<file path="config.mk">
export PLATFORM = sky130hd
export DESIGN_NAME = jk_seq_driver
export DESIGN_NICKNAME = d
export VERILOG_FILES = /design/src/rtl/jk_seq_driver.sv
export SDC_FILE = /design/constraint.sdc
export NUM_CORES = 1
export LEC_CHECK = 0
export BUFFER_PORTS_ARGS = -buffer_cell sky130_fd_sc_hd__clkbuf_2
export CORE_MARGIN = 4
export CORE_UTILIZATION = 53
export CTS_CLUSTER_SIZE = 8
export DETAILED_ROUTE_END_ITERATION = 6
export PLACE_DENSITY_LB_ADDON = 0.05
export SYNTH_ARGS = -nofsm -noshare
export SYNTH_HDL_FRONTEND = slang
export SYNTH_SLANG_ARGS = --single-unit
</file>
<file path="constraint.sdc">
create_clock -name clk -period 1.6 [get_ports clk]
set_input_delay 0.16 -clock clk [delete_from_list [all_inputs] [get_ports clk]]
set_output_delay 0.16 -clock clk [all_outputs]
set_load 0.01 [all_outputs]
</file>
<file path="src/rtl/jk_seq_driver.sv">
// Serializes a target y pattern into JK excitations for a two-state Moore FSM,
// mirrors the FSM state internally and flags any divergence of the fed-back y.
module jk_seq_driver #(
    parameter int WIDTH  = 8,
    parameter bit DC_VAL = 1'b0
) (
    input  logic             clk,
    input  logic             rst,
    input  logic             in_valid,
    output logic             in_ready,
    input  logic [WIDTH-1:0] in_data,
    output logic             j,
    output logic             k,
    output logic             drv_valid,
    input  logic             y_fb,
    output logic             mismatch,
    output logic             done
);

    localparam int CW = $clog2(WIDTH + 1);

    typedef enum logic [1:0] {
        IDLE  = 2'd0,
        DRIVE = 2'd1,
        CHECK = 2'd2
    } state_t;

    state_t           state_q, state_d;
    logic [WIDTH-1:0] shift_q, shift_d;
    logic [CW-1:0]    count_q, count_d;
    logic             q_q, q_d;
    logic             chk_en_q, chk_en_d;
    logic             mismatch_q, mismatch_d;
    logic             t;

    assign t        = shift_q[WIDTH-1];
    assign mismatch = mismatch_q;

    always_ff @(posedge clk or negedge rst) begin
        if (!rst) begin
            state_q    <= IDLE;
            shift_q    <= '0;
            count_q    <= '0;
            q_q        <= 1'b0;
            chk_en_q   <= 1'b0;
            mismatch_q <= 1'b0;
        end else begin
            state_q    <= state_d;
            shift_q    <= shift_d;
            count_q    <= count_d;
            q_q        <= q_d;
            chk_en_q   <= chk_en_d;
            mismatch_q <= mismatch_d;
        end
    end

    always_comb begin
        state_d    = state_q;
        shift_d    = shift_q;
        count_d    = count_q;
        q_d        = q_q;
        chk_en_d   = chk_en_q;
        mismatch_d = mismatch_q;
        in_ready   = 1'b0;
        j          = 1'b0;
        k          = 1'b0;
        drv_valid  = 1'b0;
        done       = 1'b0;

        case (state_q)
            IDLE: begin
                in_ready = 1'b1;
                if (in_valid) begin
                    shift_d    = in_data;
                    count_d    = CW'(WIDTH);
                    mismatch_d = 1'b0;
                    chk_en_d   = 1'b0;
                    state_d    = DRIVE;
                end
            end
            DRIVE: begin
                drv_valid = 1'b1;
                // Only the input that can change the state is forced; the other is don't-care.
                if (!q_q) begin
                    j = t;
                    k = DC_VAL;
                end else begin
                    j = DC_VAL;
                    k = ~t;
                end
                if (chk_en_q && (y_fb != q_q)) begin
                    mismatch_d = 1'b1;
                end
                q_d      = t;
                shift_d  = {shift_q[WIDTH-2:0], 1'b0};
                count_d  = count_q - CW'(1);
                chk_en_d = 1'b1;
                if (count_q == CW'(1)) begin
                    state_d = CHECK;
                end
            end
            CHECK: begin
                done = 1'b1;
                if (y_fb != q_q) begin
                    mismatch_d = 1'b1;
                end
                state_d = IDLE;
            end
            default: begin
                state_d = IDLE;
            end
        endcase
    end

endmodule

</file>
Word level (Yosys, flattened, before mapping) --
Cells that the tools add are included.
Word-level totals: input port bits 12, output and inout bits 6, register bits 17, word-level logic and storage cells 42
Cells by class: mux-type cells 19, reductions and logical operators 7, bitwise gates (word level) 1, equality and inequality tests 8, add/sub/neg operators 1
Operator list (count):
- $pmux W8 S2 | 1
- $mux W1 | 10
- $mux W8 | 1
- $ne A2 B2 Y1 const B | 4
- $pmux W4 S2 | 1
- $eq A4 B1 Y1 const B | 1
- $mux W2 | 2
- $mux W4 | 1
- $pmux W2 S2 | 1
- $reduce_and A2 Y1 | 2
- $reduce_and A4 Y1 | 1
- $sub A4 B1 Y4 const B | 1
- $pmux W1 S3 | 1
- $reduce_bool A3 Y1 | 1
- $eq A2 B1 Y1 const B | 1
- $eq A2 B2 Y1 const B | 1
- $logic_not A2 Y1 | 1
- $pmux W1 S2 | 1
- $reduce_bool A2 Y1 | 1
- $logic_and A1 B1 Y1 | 1
- $ne A1 B1 Y1 | 1
- $not A1 Y1 | 1

Logic depth before layout (Yosys ltp) --
Gate-level depths: netlist of the first run.
depth after elaboration 4, depth in mapped cells 7

Worst setup path before layout of the first run --
OpenSTA, ideal clock, no wires.
path type register to register, from reg state_q[1], to reg mismatch_q, in the netlist mismatch, data required time 1.475 ns, arrival 1.405 ns, path buffers 1, cell stages (with the launch flop) 7, setup slack 0.070 ns, path through dfrtp_1 inv_1 ha_1 buf_2 o21ai_1 nand3_1 mux2_4
On the way: longest elaborated chain between the ends 3, elaborated cells between the ends (all ways) 9, those cells by class 5 x eq/ne; 1 x mux; 3 x reduce/logical
RTL lines:
- from (decl) | line 28 | state_t state_q, state_d;
- from (signal assigned) | line 48 | state_q <= state_d;
- $eq A2 B1 Y1 (tied with other cells) | line 70 | case (state_q)
- $ne A2 B2 Y1 (no line) / $reduce_bool A3 Y1 (equally long branches)
- $reduce_and A4 Y1 (no line)
- to (signal assigned) | line 53 | mismatch_q <= mismatch_d;
- to (decl) | line 33 | logic mismatch_q, mismatch_d;
Several ways; a longest one is shown, not always the timed one. A chain may end at the register's enable or synchronous reset.

Worst setup path in the final report of the first run --
Ends and elaborated chain as after synthesis.

==> impl_metrics.ini, run 1 <==
[outcome]
status = complete, no violations

[min_path]
hold_path_class = input port to flip-flop

[global_route]
grt_usage = 0.174
grt_max_degree = 18
grt-ovfl-total = 0
grt_pass1_wl_um = 3400
grt_pass1_vias = 764
antenna_found_initial = 0

[sta]
slew_viol_final = 0
fin_tns_setup_ns = 0
rsz0062_at_grt = true
setup_violations = 0
finalCritPeriodShare = 0.981
setup_slack_ns = 0.0298
finalHoldViolCount = 0
max_freq_mhz = 637
layout_min_cycle_time_ns = 1.57
max-slew-margin-rel = 0.718
clock-skew-final_ns = 0.00624
tightest_slew_ns = 0.423

[pwr]
power_density_nw_per_um2 = 2080
leakage_nw = 0.526
vdd_drop_max_v = 0.00115

[place]
pre_cts_slack_ns = 0.0288
placed_area_um2 = 1050
place.gp.congestion = 0.857
dpl.hpwl_um = 1440
port_buffers = 17

[synthesis]
synth_seq_area_share = 0.455
synth_edf_count = 0
netlist_area_um2 = 935
ys_types = 28
synth.net_count = 114
syn_avg_cell_area_um2 = 9.84
netlist_instances = 95
ys_ff_latch = 17
synth_warnings = 0
yosys_most_used_dff = dfrtp_1
synthArstFlopShare = 1.00

[clock_network]
path_clk_slew_ns = 0.10
cts_sinks = 17
h-tree-depth = 1
cts-root-buf = clkbuf_4
cts_tree = done
cts_buffers = 3
clock_path_buffers = 2
clkLatencyLatePin_ns = 0.29

[setup_path]
crit_required_ns = 1.78
worstPathCellList = inv_2, ha_4, buf_4, o21ai_1, nand3_1, mux2_4
worstSetupPathDepth = 6
r2r_start = state_q[1]
critPathLaunchType = flip-flop
cp_max_fo = 6
endpoint = mismatch
r2r-end = mismatch
crit_start = state_q[1]
rr_worst_depth = 6
path_buf_inv = 2
crit_family = flip-flops
r2r_slack_ns = 0.03
critical_path_class = flip-flop to flip-flop
cp-end-kind = flip-flop
cp.arrival_ns = 1.75
slowest_stage = dfrtp_1
critPathMaxStageDelay_ns = 0.41

[drt]
dr.pass1.iters = 6
remaining_drc_errors = 0
route.vias.total = 809
ant_nets = 0
routed_wl_um = 2100
viasPerCell = 5.86
wl_per_cell_um = 15.2
first_iter_violations = 21

[final_layout]
finalInstanceArea_um2 = 1150
seq_area_um2 = 427
nets = 142
areaGrowthSynthToFinish_pct = 23.2
diodes = 0
layout-drive-gt1-share = 0.336
fillCellCount = 116
final_common_cell = dfrtp_1
final_cell_mix = 16 x dfrtp_1, 15 x clkbuf_2, 12 x o22ai_1, 12 x a21oi_1, 8 x buf_4
multi_input_area_um2 = 498

[die]
dieArea_um2 = 2500
die_x_um = 50.0
die_h_um = 50.0
rows = 14
pin_count = 18
initial_core_util = 0.593
core_um2 = 1580

[job]
cap_violations = 0
[kinds of logic after synthesis]
family | count (synthesis) | synth area share
xor gates and xnor gates | 1 | 0.00937
AOI/OAI and AO/OA | 35 | 0.213
adders and majority gates | 7 | 0.0937
muxes | 4 | 0.0509
and+or+nand+nor | 22 | 0.131
DFF | 17 | 0.455
buffers and inverters | 9 | 0.0469
[worst min path at each step]
| stage | slack, ns | cells after the start | to | start |
|---|---|---|---|---|
| 2_1_floorplan | -0.14 | 0 | chk_en_q | rst |
| 3_3_place_gp | 0.11 | 1 | shift_q[3] | rst |
| 5_1_grt | 0.15 | 3 | shift_q[3] | in_data[3] |
| 4_1_cts | 0.16 | 3 | shift_q[1] | in_data[1] |
| 6_report | 0.16 | 3 | shift_q[6] | in_data[6] |
| 3_5_place_dp | 0.11 | 1 | shift_q[3] | rst |
[area by class of cell]
type | instances | area share
Multi-Input combinational cell | 69 | 0.433
Inverter | 6 | 0.0217
Timing Repair Buffer | 26 | 0.135
Sequential cell | 17 | 0.371
Clock buffer | 4 | 0.0228
Tap cell | 16 | 0.0174
[repair_timing]
action,4_1_cts,5_1_grt
pin swaps,0,3
gates resized for setup,5,6
hold buffers,1,0
endpoints found under the setup margin,2,14
hold endpoints to repair,17,0
buffers inserted,0,4
[worst min-delay path: cells and delay by family]
kind	cells	cell delay [ns]
AOI/OAI and AO/OA	2	0.17
buffers and inverters	1	0.08
[cells in the mapped netlist (2+ instances only)]
library cell	number	area share
dfrtp_1	17	0.46
a21oi_1	12	0.064
o22ai_1	12	0.080
ha_1	7	0.094
o21ai_0	7	0.037
nand2_1	6	0.024
inv_1	5	0.020
nor2_1	4	0.016
buf_2	2	0.011
mux2_2	2	0.024
nand3_1	2	0.011
nand3b_1	2	0.016
nor2b_1	2	0.013
[sequential cells by signal, indices dropped and copies added, names as in the netlist]
register	flops
state_q	2
shift_q	8
chk_en_q	1
count_q	4
q_q	1
mismatch	1
[layer usage]
metal  vias up  wire [µm]  track usage
met3         4         96       0.0301
met2        24        988        0.280
met1       383        995        0.240
met4         0         18       0.0415
li1        398          -            -
met5         -          0            0
[power breakdown]
| part | switching [mW] | internal, mW |
|---|---|---|
| sequential | 0.178 | 0.633 |
| combinational | 0.704 | 0.644 |
| clock | 0.134 | 0.0968 |
| total | 1.02 | 1.37 |
[metrics by stage]
step | power, mW | instances | hold WS (ns) | util
5_1_grt | 2.58 | 138 | 0.150 | 0.730
6_report | 2.39 | 138 | 0.161 | 0.730
3_5_place_dp | 1.96 | 129 | 0.113 | 0.665
2_1_floorplan | 1.63 | 95 | -0.136 | -
3_3_place_gp | 1.91 | 129 | 0.112 | 0.665
4_1_cts | 2.23 | 134 | 0.160 | 0.700
No activity file was read; power rests on OpenSTA's default activity.
==> run 2: changes to the inputs <==
CTS_CLUSTER_SIZE = unset   (was 8)
PLACE_DENSITY = 0.78   (was unset)
PLACE_DENSITY_LB_ADDON = unset   (was 0.05)
==> run 2 against run 1 <==
Compared with the run above: cell count is 1.4% higher; critical path type unchanged; register-to-register slack hardly changed; die area stayed put; worst hold slack better by 0.0095 ns; sequential power hardly changed.
==> impl_metrics.ini, run 2 (synthesis results as in run 1) <==
[outcome]
status = complete, no violations

[pwr]
vdd_drop_max_v = 0.00106
leakage_nw = 0.535
seq_power_share = 0.334
clkPwrFrac = 0.091
p_sw_frac = 0.423
power_frac_comb = 0.575
power_density_nw_per_um2 = 2090
finalPower_mw = 2.44
p_switching_mw = 1.03
p_int_mw = 1.41

[drt]
remaining_drc_errors = 0
routed_wl_um = 2220
ant_nets = 0
route.vias.total = 827
viasPerCell = 5.91
dr.pass1.iters = 4
wl_per_cell_um = 15.8
first_iter_violations = 27

[final_layout]
layout-drive-gt1-share = 0.347
nets = 144
diodes = 0
final_cell_mix = 16 x dfrtp_1, 16 x clkbuf_2, 12 x o22ai_1, 12 x a21oi_1, 10 x buf_4
largest_reg_flops = 8
fillCellCount = 112
areaGrowthSynthToFinish_pct = 24.8
utilization = 0.740
largest_registers = shift_q x8, count_q x4, state_q x2
regMostFlops = shift_q

[die]
die_x_um = 50.0
initial_core_util = 0.593
core_um2 = 1580
rows = 14
die_h_um = 50.0
dieArea_um2 = 2500
pin_count = 18

[setup_path]
critical_path_class = flip-flop to flip-flop
r2r_start = state_q[0]
cp.arrival_ns = 1.74
cp-end-kind = flip-flop
rr_worst_depth = 5
cp_max_fo = 7
crit_required_ns = 1.78
critPathLaunchType = flip-flop
crit_start = state_q[0]

[clock_network]
h-tree-depth = 1
cts-root-buf = clkbuf_4
path_clk_slew_ns = 0.10
cts_sinks = 17
cts_buffers = 3
clock_path_buffers = 2
cts_tree = done
clkLatencyLatePin_ns = 0.28

[sta]
rsz0062_at_grt = false
finalCritPeriodShare = 0.974
setup_slack_ns = 0.0414
max-slew-margin-rel = 0.716
fin_tns_setup_ns = 0
max_freq_mhz = 642
finalHoldViolCount = 0
layout_min_cycle_time_ns = 1.56
setup_violations = 0
clock-skew-final_ns = 0.00862
slew_viol_final = 0
tightest_slew_ns = 0.426

[global_route]
grt-ovfl-total = 0
grt_usage = 0.184
grt_pass1_wl_um = 3550
grt_pass1_vias = 799
antenna_found_initial = 0
grt_max_degree = 18

[place]
port_buffers = 17
place.gp.congestion = 0.739
dpl.hpwl_um = 1490
pre_cts_slack_ns = -0.0109

[min_path]
holdPathStages = 3
min_from = in_data[5]
hold_path_class = input port to flip-flop

[job]
cap_violations = 0
[run 2: final cells by class]
type	instances	area, µm²	area share
Clock buffer	4	26.3	0.0225
Inverter	6	25.0	0.0215
Sequential cell	17	427	0.366
Timing Repair Buffer	28	170	0.146
Multi-Input combinational cell	69	498	0.427
Tap cell	16	20.0	0.0172
[run 2: metal layers]
| layer | routed length (µm) | vias up | global-route usage |
|---|---|---|---|
| li1 | - | 399 | - |
| met1 | 876 | 381 | 0.231 |
| met2 | 1170 | 43 | 0.304 |
| met3 | 153 | 4 | 0.0392 |
| met4 | 18 | 0 | 0.0737 |
| met5 | 0 | - | 0 |
[run 2: worst paths after layout]
kind	to	slack, ns
hold / removal	shift_q[5]	0.17
hold reg to reg	count_q[1]	0.51
setup / recovery	state_q[1]	0.04
min in group asynchronous	count_q[3]	0.34
setup reg to reg	state_q[1]	0.04
max in group asynchronous	state_q[0]	0.95
[run 2: stage by stage]
step | hold WS, ns | cell area [µm²] | instances
6_report | 0.170 | 1170 | 140
2_1_floorplan | -0.136 | 935 | 95
4_1_cts | 0.167 | 1110 | 135
3_5_place_dp | 0.112 | 1060 | 130
5_1_grt | 0.171 | 1170 | 140
3_3_place_gp | 0.110 | 1060 | 130
[run 2: power groups by stage]
stage,logic [mW],registers (mW),clock network [mW]
detailed placement,1.19,0.803,0
global placement,1.14,0.794,0
CTS,1.24,0.808,0.224
finish,1.40,0.814,0.222
floorplan,0.862,0.769,0
global route,1.53,0.842,0.251
[run 2: what timing repair did]
item	in CTS	in global routing
gates resized for setup	6	5
hold buffers	1	0
setup endpoints to repair	5	12
hold endpoints to repair	17	0
setup buffers	0	5
pin swaps	0	1
[run 2: worst max-delay path, stage by stage, from the launching register on]
cell,delay (ns)
dfrtp_2,0.44
inv_1,0.13
ha_4,0.21
and2b_1,0.19
nor2_1,0.15
mux2_2,0.34
